[src/rtl/cla_pkg.sv]
// Shared definitions for the group-serial adder: FSM state encoding and
// the default number of bits added per cycle.
package cla_pkg;

  typedef enum logic [1:0] {
    IDLE = 2'd0,
    RUN  = 2'd1,
    DONE = 2'd2
  } state_t;

  localparam int GROUPSIZE_DEFAULT = 4;

endpackage

[src/rtl/group_add.sv]
// Combinational W-bit group adder. Besides the sum and carry out it reports
// the carry into the group's MSB, which the top uses for signed overflow.
module group_add #(
  parameter int W = 4
) (
  input  logic [W-1:0] a,
  input  logic [W-1:0] b,
  input  logic         cin,
  output logic [W-1:0] s,
  output logic         cout,
  output logic         cmsb
);

  logic [W:0] total;

  assign total = {1'b0, a} + {1'b0, b} + {{W{1'b0}}, cin};
  assign s     = total[W-1:0];
  assign cout  = total[W];
  // Carry into the MSB recovered from the MSB sum bit and its two operand bits.
  assign cmsb  = s[W-1] ^ a[W-1] ^ b[W-1];

endmodule

[src/rtl/group_serial_adder.sv]
// Group-serial adder/subtractor: adds GROUPSIZE bits per cycle, LSB group
// first, taking WIDTH/GROUPSIZE cycles per operation. Subtraction folds into
// addition by inverting b and forcing the carry-in to 1.
// Optional feature: define GROUP_SERIAL_OVERFLOW_EN to add the signed
// overflow output.
module group_serial_adder
  import cla_pkg::*;
#(
  parameter int WIDTH     = 32,
  parameter int GROUPSIZE = GROUPSIZE_DEFAULT
) (
  input  logic             clk,
  input  logic             rst_n,
  input  logic             in_valid,
  output logic             in_ready,
  input  logic [WIDTH-1:0] a,
  input  logic [WIDTH-1:0] b,
  input  logic             sub,
  input  logic             cin,
  output logic             out_valid,
  input  logic             out_ready,
  output logic [WIDTH-1:0] sum,
`ifdef GROUP_SERIAL_OVERFLOW_EN
  output logic             overflow,
`endif
  output logic             cout
);

  localparam int N     = WIDTH / GROUPSIZE;
  localparam int IDX_W = (N > 1) ? $clog2(N) : 1;
  localparam logic [IDX_W-1:0] LAST = IDX_W'(N - 1);

  if ((WIDTH % GROUPSIZE) != 0) begin : g_bad_width
    $error("group_serial_adder: WIDTH must be a multiple of GROUPSIZE");
  end

  state_t               state;
  logic [WIDTH-1:0]     a_r;
  logic [WIDTH-1:0]     b_r;
  logic                 carry;
  logic [IDX_W-1:0]     idx;
  logic [GROUPSIZE-1:0] ga;
  logic [GROUPSIZE-1:0] gb;
  logic [GROUPSIZE-1:0] gs;
  logic                 gcout;
  logic                 gcmsb;

  assign ga = a_r[idx*GROUPSIZE +: GROUPSIZE];
  assign gb = b_r[idx*GROUPSIZE +: GROUPSIZE];

  group_add #(.W(GROUPSIZE)) u_group_add (
    .a    (ga),
    .b    (gb),
    .cin  (carry),
    .s    (gs),
    .cout (gcout),
    .cmsb (gcmsb)
  );

`ifndef GROUP_SERIAL_OVERFLOW_EN
  logic unused_cmsb;
  assign unused_cmsb = gcmsb;
`endif

  // Control FSM plus group datapath; handshake outputs are registered with the state.
  always_ff @(posedge clk) begin
    if (!rst_n) begin
      state     <= IDLE;
      in_ready  <= 1'b1;
      out_valid <= 1'b0;
      sum       <= '0;
      cout      <= 1'b0;
      carry     <= 1'b0;
      idx       <= '0;
`ifdef GROUP_SERIAL_OVERFLOW_EN
      overflow  <= 1'b0;
`endif
    end else begin
      case (state)
        IDLE: begin
          if (in_valid) begin
            a_r      <= a;
            b_r      <= b ^ {WIDTH{sub}};
            carry    <= sub | cin;
            idx      <= '0;
            state    <= RUN;
            in_ready <= 1'b0;
          end
        end
        RUN: begin
          sum[idx*GROUPSIZE +: GROUPSIZE] <= gs;
          carry <= gcout;
          if (idx == LAST) begin
            cout      <= gcout;
`ifdef GROUP_SERIAL_OVERFLOW_EN
            overflow  <= gcmsb ^ gcout;
`endif
            state     <= DONE;
            out_valid <= 1'b1;
          end else begin
            idx <= idx + 1'b1;
          end
        end
        DONE: begin
          if (out_ready) begin
            state     <= IDLE;
            out_valid <= 1'b0;
            in_ready  <= 1'b1;
          end
        end
        default: begin
          state     <= IDLE;
          in_ready  <= 1'b1;
          out_valid <= 1'b0;
        end
      endcase
    end
  end

endmodule
[config.mk]
export PLATFORM = sky130hd
export DESIGN_NAME = group_serial_adder
export DESIGN_NICKNAME = d
export VERILOG_FILES = /design/src/rtl/cla_pkg.sv /design/src/rtl/group_add.sv /design/src/rtl/group_serial_adder.sv
export SDC_FILE = /design/constraint.sdc
export NUM_CORES = 1
export LEC_CHECK = 0
export BUFFER_PORTS_ARGS = -buffer_cell sky130_fd_sc_hd__buf_4
export CAP_MARGIN = 15
export CORE_ASPECT_RATIO = 1.1
export CORE_MARGIN = 8
export CORE_UTILIZATION = 54
export CTS_CLUSTER_SIZE = 30
export DETAILED_ROUTE_END_ITERATION = 8
export PLACE_DENSITY = 0.84
export SYNTH_ARGS = -nofsm -noshare
export SYNTH_HDL_FRONTEND = slang
export SYNTH_HIERARCHICAL = 1
export SYNTH_SLANG_ARGS = --single-unit
export TNS_END_PERCENT = 20
[constraint.sdc]
create_clock -name clk -period 3.9 [get_ports clk]
set_clock_uncertainty 0.15 [all_clocks]
set_input_delay 0.78 -clock clk [delete_from_list [all_inputs] [get_ports clk]]
set_output_delay 0.78 -clock clk [all_outputs]
set_load 0.01 [all_outputs]
Word-level counts from Yosys, hierarchy flattened
Index checks and enable logic that the tools add are counted.

storage, ports and cells
  register bits = 105
  bits in latches = 0
  bits in writable memories = 0
  ROM bits = 0
  input bits = 70
  output and inout port bits = 35
  logic and storage cells = 53
  memories kept = 0

cells by class
  add/subtract/negate cells = 4
  multipliers = 0
  divide/modulo/power cells = 0
  $lt $le $gt $ge = 0
  equal/unequal tests = 7
  shift operators = 4
  muxes and demuxes = 16
  bitwise gates (word level) = 4
  reduce and logical (&&, ||, !) cells = 9

operators with widths
  kind                                                    count
  indexed part select 32 x 6 -> 4 bit                     2
  negation 5 -> 34 bit                                    1
  variable shift 4 x 34 -> 32 bit (first input constant)  1
  indexed part select 4 x 34 -> 32 bit                    1
  bitwise mux 32 bit                                      1
  bitwise XOR 32 bit                                      1
  AND reduction 3 bit                                     5
  != test 2 bit (second input constant)                   4
  two-way mux 2 bit                                       3
  two-way mux 3 bit                                       2
  one-hot mux 1 bit (3 select lines)                      2
  one-hot mux 2 bit (3 select lines)                      1
  one-hot mux 3 bit (2 select lines)                      1
  adder 4 x 4 -> 5 bit                                    1
  adder 5 x 1 -> 5 bit                                    1
  two-way mux 1 bit                                       5
  AND reduction 2 bit                                     2
  adder 3 x 1 -> 3 bit (second input constant)            1
  equality test 3 bit (second input constant)             1
  equality test 2 x 1 -> 1 bit (second input constant)    1
  equality test 2 bit (second input constant)             1
  logical NOT 2 bit                                       1
  inverter 1 bit                                          2
  one-hot mux 1 bit (2 select lines)                      1
  2 further kinds                                         2

Longest topological paths before layout
Gate-level depths: netlist of the first run.

  depth after elaboration = 5
  gate-level depth with buffers = 13
  gate-level depth less buffers = 11

Modules after synthesis
Netlist of the first run, hierarchy kept.

modules (own cells, without submodules)
  module              times used  cells an instance  area an instance (sq um)
  group_serial_adder  1           345                4558.1
  group_add           1           19                 177.7

Least setup slack after synthesis of the first run
OpenSTA, ideal clock, no wires.

  path kind = input to register
  from = input rst_n
  to = register a_r[0], enable pin
  setup time = 0.428 ns
  arrival time = 2.802 ns
  data required time = 3.322 ns
  path slack = 0.519 ns
  cell stages on the path = 3
  buffers on the path = 2
  cells stage by stage = clkbuf_1 clkbuf_1 and2_1

between the ends
  word-level cells in the longest chain between the ends = 1

RTL lines
  element                               RTL line                  source
  start, declared                       group_serial_adder.sv:13  input logic rst_n,
  AND reduction 3 bit (no source line)  -
  end signal, assigned                  group_serial_adder.sv:82  a_r <= a;
  end, declared                         group_serial_adder.sv:38  logic [WIDTH-1:0] a_r;

No other way between the ends.
A chain may end at the register's enable or synchronous reset.

Final worst setup path of the first run
  from = register idx[0]
  to = register sum[15]

between the ends
  word-level cells in the longest chain between the ends = 5
  elaborated cells on any way between the ends = 8
  classes of those cells = add/sub: 3; shift: 4; mux: 1

RTL lines
  element                               RTL line                   source
  start, declared                       group_serial_adder.sv:41   logic [IDX_W-1:0] idx;
  start signal, assigned                group_serial_adder.sv:101  idx <= idx + 1'b1;
  indexed part select 32 x 6 -> 4 bit   group_serial_adder.sv:48   assign ga = a_r[idx*GROUPSIZE +: GROUPSIZE];
  via ga[0]                             group_serial_adder.sv:42   logic [GROUPSIZE-1:0] ga;
  adder 4 x 4 -> 5 bit                  group_add.sv:16            assign total = {1'b0, a} + {1'b0, b} + {{W{1'b0}}, cin};
  adder 5 x 1 -> 5 bit                  group_add.sv:16
  via gs[3]                             group_serial_adder.sv:44   logic [GROUPSIZE-1:0] gs;
  indexed part select 4 x 34 -> 32 bit  group_serial_adder.sv:91   sum[idx*GROUPSIZE +: GROUPSIZE] <= gs;
  bitwise mux 32 bit                    group_serial_adder.sv:91
  end signal, assigned by index         group_serial_adder.sv:91
  end, declared                         group_serial_adder.sv:22   output logic [WIDTH-1:0] sum,

The timed path passes the listed nets, and every way through them passes these cells.

==> results.sh, run 1 <==
export IMPL_fin_area_um2=5750
export IMPL_final_core_util_pct=68.4
export IMPL_die_h_um=114
export IMPL_areaGrowthSynthToFinish_pct=22.1
export IMPL_cts_tree="yes"
export IMPL_ctsHoldBuffers=0
export IMPL_antenna_found_initial=0
export IMPL_arrival_ns=3.12
export IMPL_grt_usage_pct=16.2
export IMPL_max_cap_viol_count=0
export IMPL_status="finished clean"
export IMPL_path_delay_family="multiplexers"
export IMPL_slew_violations=0
export IMPL_wl_per_cell_um=16.3
export IMPL_grt_overflow_total=0
export IMPL_hpwl_um=7140
export IMPL_required_ns=4.05
export IMPL_path_class="register to register"
export IMPL_hold_path_class="register to register"
export IMPL_ctsResizeCount=0
export IMPL_crit_chain="buf_4 > mux4_2 > nand2_1 > nand2_1 > fa_1 > a21o_1 > a21oi_4 > xnor2_1 > nand4b_1 > mux2i_1"
export IMPL_vias_per_cell=5.21
export IMPL_cts_htree_levels=3
export IMPL_p_leak_nw=2.30
export IMPL_slowest_delay_ns=0.53
export IMPL_crit_fanout=18
export IMPL_antenna_left=0
export IMPL_syn_area_um2=4710
export IMPL_clk_pin_slew_ns=0.10
export IMPL_finalHoldViolCount=0
export IMPL_start_kind="register"
export IMPL_dieArea_um2=12000
export IMPL_routed_wl_um=9420
export IMPL_yosysWarnings=6
export IMPL_wl_met3_um=687
export IMPL_postCtsSetupBuffers=0
export IMPL_setup_viol=0
export IMPL_core_area_um2=8410
export IMPL_start_util_pct=56.0
export IMPL_wl_met1_um=3980
export IMPL_clock_sinks=105
export IMPL_die_width_um=105
export IMPL_fin_crit_sh_pct=76.1
export IMPL_worst_path_buf_inv=1
export IMPL_cp_end_kind="register"
export IMPL_nets=542
export IMPL_pwr_density_cell_nw_per_um2=372
export IMPL_place_area_um2=5570
export IMPL_worst_slew_pin_slew_ns=0.850
export IMPL_root_buffer="clkbuf_8"
export IMPL_diodes=0
export IMPL_hold_slack_ns=0.315
export IMPL_gp_congestion=0.843
export IMPL_rsz0062_at_grt="false"
export IMPL_synth_avg_cell_area_um2=13.0
export IMPL_grt_max_degree=54
export IMPL_period_minus_slack_ns=2.97
export IMPL_slew_headroom_pct=42.9
export IMPL_dr_wl_met2_um=4630
export IMPL_clk_latency_ns=0.38
export IMPL_synth_fp_nets=443
export IMPL_numCtsBuffers=9
export IMPL_fin_setup_tns_ns=0
export IMPL_cts_max_path_buffers=2
export IMPL_max_freq_mhz=337
export IMPL_drive_gt1_share_pct=32.5
export IMPL_nFillCells=615
export IMPL_drtIter0Drc=192
export IMPL_grt_pass1_vias=3224
export IMPL_cp_common_cell="nand2_1"
export IMPL_synthCells=361
export IMPL_portBuffers=104
export IMPL_final_cell_mix="110 x buf_4, 78 x nand2_1, 64 x edfxtp_1, 41 x dfxtp_1, 33 x mux2i_1"
export IMPL_drcViolationCount=0
export IMPL_top_layer="met4"
export IMPL_layout_commonest_cell="buf_4"
export IMPL_finalPower_mw=2.14
export IMPL_ir_worst_vdd_mv=0.251
export IMPL_vias=3003
export IMPL_rows=35
export IMPL_io_pins=105
export IMPL_grt_first_pass_wirelength_um=15600
export IMPL_dr_pass1_iters=4
export IMPL_cp_slowest_cell="mux4_2"
==> flip-flops by register name, summed over array words and instances (netlist names) <==
register and flops:
state 2, b_r 32, in_ready 1, idx 3
carry 1, a_r 32, cout 1, sum 32
out_valid 1
==> per-layer routing <==
metal / vias up / GRT usage (%)
li1: 1477 / -
met4: 0 / 5.05
met1: 1405 / 19.6
met3: 11 / 5.08
met5: - / 0
met2: 110 / 27.0
==> final timing paths <==
check	start	to	slack (ns)	cells after the start
hold / removal	sum[25]$_SDFFE_PN0P_	sum[25]$_SDFFE_PN0P_	0.32	2
setup reg to reg	idx[0]$_SDFFE_PN0P_	sum[15]$_SDFFE_PN0P_	0.93	10
hold reg to reg	sum[25]$_SDFFE_PN0P_	sum[25]$_SDFFE_PN0P_	0.32	2
setup / recovery	idx[0]$_SDFFE_PN0P_	sum[15]$_SDFFE_PN0P_	0.93	10
==> power breakdown <==
| group | switching (mW) | internal (mW) |
|---|---|---|
| clock | 0.387 | 0.245 |
| combinational | 0.141 | 0.133 |
| sequential | 0.0127 | 1.22 |
| total | 0.541 | 1.60 |
==> tightest hold or removal path, cell delays in order, from the launching register on <==
cell and delay (ns):
dfxtp_1 0.32, nand2_1 0.05, mux2i_1 0.05
==> layout make-up <==
cell class	count	area, µm²	share of cell area [%]
Clock buffer	9	124	2.15
Clock inverter	7	60.1	1.04
Inverter	10	37.5	0.653
Multi-Input combinational cell	224	1820	31.7
Sequential cell	105	2740	47.7
Tap cell	111	139	2.41
Timing Repair Buffer	110	826	14.4
==> through the flow <==
| step | setup slack (ns) | std cells |
|---|---|---|
| 3_3_place_gp | 1.10 | 560 |
| 5_1_grt | 0.766 | 576 |
| 4_1_cts | 0.946 | 576 |
| 3_5_place_dp | 0.971 | 560 |
| 6_report | 0.930 | 576 |
| 2_1_floorplan | 0.519 | 361 |
Power figures use the tool's default switching activity.
==> inputs of run 2 (changes only) <==
- clock period: 3.9 -> 2.93 ns (I/O delays scaled with it)
==> run 2 against run 1 <==
  * Count of clock-buffer cells in the layout unchanged
  * Cell area is 2.9% higher
  * Critical path type unchanged
  * First-iteration DRC count down 4.7%
  * Register-to-register slack worse by 0.74 ns
  * Sequential share of layout area down 1.3 points
  * Non-clock buffer count grew 16
  * Sequential cell count stayed put
==> results.sh, run 2 (synthesized netlist as in run 1, its figures left out) <==
export IMPL_place_ws_ns=0.0373
export IMPL_rows=35
export IMPL_clk_latency_ns=0.38
export IMPL_final_core_util_pct=70.4
export IMPL_cts_tree="yes"
export IMPL_max_freq_mhz=365
export IMPL_hpwl_um=7450
export IMPL_ir_worst_vdd_mv=0.348
export IMPL_reg2reg_to="carry$_SDFFE_PN0P_"
export IMPL_core_area_um2=8410
export IMPL_grt_first_pass_wirelength_um=15800
export IMPL_p_int_mw=2.17
export IMPL_start_util_pct=56.0
export IMPL_drcViolationCount=0
export IMPL_p_leak_nw=2.40
export IMPL_clk_pin_slew_ns=0.11
export IMPL_grt_usage_pct=16.4
export IMPL_dieArea_um2=12000
export IMPL_drive_gt1_share_pct=35.8
export IMPL_antenna_left=0
export IMPL_crit_end="carry$_SDFFE_PN0P_"
export IMPL_drtIter0Drc=183
export IMPL_portBuffers=104
export IMPL_antenna_found_initial=0
export IMPL_ctsHoldBuffers=0
export IMPL_nets=558
export IMPL_diodes=0
export IMPL_io_pins=105
export IMPL_cts_max_path_buffers=2
export IMPL_r2r_cells=12
export IMPL_grt_max_degree=45
export IMPL_r2r_start="idx[0]$_SDFFE_PN0P_"
export IMPL_power_share_combinational_pct=14.0
export IMPL_path_class="register to register"
export IMPL_worst_slew_pin_slew_ns=0.526
export IMPL_numCtsBuffers=9
export IMPL_vias=3152
export IMPL_r2r_slack_ns=0.19
export IMPL_cts_htree_levels=3
export IMPL_fin_crit_sh_pct=93.6
export IMPL_crit_fanout=11
export IMPL_status="finished clean"
export IMPL_p_sw_mw=0.749
export IMPL_cp_end_kind="register"
export IMPL_hold_path_class="input pin to register"
export IMPL_root_buffer="clkbuf_8"
export IMPL_die_h_um=114
export IMPL_wl_per_cell_um=16.6
export IMPL_gp_congestion=0.836
export IMPL_period_minus_slack_ns=2.74
export IMPL_final_cell_mix="125 x buf_4, 78 x nand2_1, 64 x edfxtp_1, 39 x dfxtp_1, 33 x mux2i_1"
export IMPL_seq_power_share_pct=56.5
export IMPL_layout_commonest_cell="buf_4"
export IMPL_arrival_ns=2.87
export IMPL_switching_share_pct=25.7
export IMPL_power_frac_clock_pct=29.5
export IMPL_top_regs="a_r (32), b_r (32), sum (32)"
export IMPL_slew_violations=0
export IMPL_pwr_density_cell_nw_per_um2=492
export IMPL_clock_sinks=105
export IMPL_required_ns=3.05
export IMPL_areaGrowthSynthToFinish_pct=25.7
export IMPL_dr_pass1_iters=4
export IMPL_grt_pass1_vias=3283
export IMPL_critPathLaunch="idx[0]$_SDFFE_PN0P_"
export IMPL_vias_per_cell=5.32
export IMPL_fin_ws_ns=0.188
export IMPL_fin_setup_tns_ns=0
export IMPL_die_width_um=105
export IMPL_finalHoldViolCount=0
export IMPL_start_kind="register"
export IMPL_grt_overflow_total=0
export IMPL_routed_wl_um=9800
export IMPL_slew_headroom_pct=64.9
export IMPL_setup_viol=0
export IMPL_max_cap_viol_count=0
## run 2: worst max-delay path: stages, from the launching register on
cell      delay, ns
dfxtp_2        0.37
buf_12         0.14
mux4_2         0.49
nand2_1        0.08
nand2_1        0.09
fa_1           0.44
inv_1          0.09
fa_1           0.21
nor2b_1        0.06
o21ai_0        0.15
nand2b_1       0.14
o221ai_2       0.17
a21oi_1        0.06
## run 2: metrics by stage
stage / total power, mW / instances / area [µm²] / hold slack [ns]
2_1_floorplan: 1.90 / 361 / 4710 / 0.329
3_3_place_gp: 2.05 / 569 / 5650 / 0.295
3_5_place_dp: 2.06 / 569 / 5650 / 0.301
4_1_cts: 2.91 / 585 / 5840 / 0.204
5_1_grt: 3.03 / 592 / 5920 / 0.196
6_report: 2.91 / 592 / 5920 / 0.223
## run 2: layout make-up
class / count / area (µm²)
well taps: 111 / 139
inverters: 10 / 37.5
clock buffers: 9 / 124
fillers: 602 / 2490
multi-input cells: 224 / 1850
flip-flops and latches: 105 / 2750
repair buffers: 126 / 958
clock inverters: 7 / 67.6
## run 2: metal layers
layer  part of all wire (%)  track usage [%]
met2                     50             28.1
met5                      0                0
met3                    6.6             5.13
met1                     42             18.4
met4                    1.6             6.95
## run 2: worst min-delay path by stage
stage,depth (start not counted),slack (ns),end,start
final,1,0.22,a_r[30]$_DFFE_PP_,a[30]
after floorplan,2,0.33,sum[0]$_SDFFE_PN0P_,sum[0]$_SDFFE_PN0P_
after detailed placement,2,0.30,sum[14]$_SDFFE_PN0P_,sum[14]$_SDFFE_PN0P_
after CTS,1,0.20,a_r[10]$_DFFE_PP_,a[10]
after global routing,1,0.20,a_r[30]$_DFFE_PP_,a[30]
after global placement,2,0.29,sum[0]$_SDFFE_PN0P_,sum[0]$_SDFFE_PN0P_
## run 2: power by group through the flow
stage | Combinational [mW] | Sequential [mW] | Clock, mW
6_report | 0.407 | 1.65 | 0.860
5_1_grt | 0.442 | 1.65 | 0.933
4_1_cts | 0.383 | 1.65 | 0.875
3_5_place_dp | 0.383 | 1.68 | 0
3_3_place_gp | 0.371 | 1.68 | 0
2_1_floorplan | 0.221 | 1.68 | 0
## run 2: timing repair
| item | in CTS | in global routing |
|---|---|---|
| buffers inserted | 0 | 7 |
| endpoints found under the setup margin | 0 | 23 |
| resized for setup | 0 | 6 |
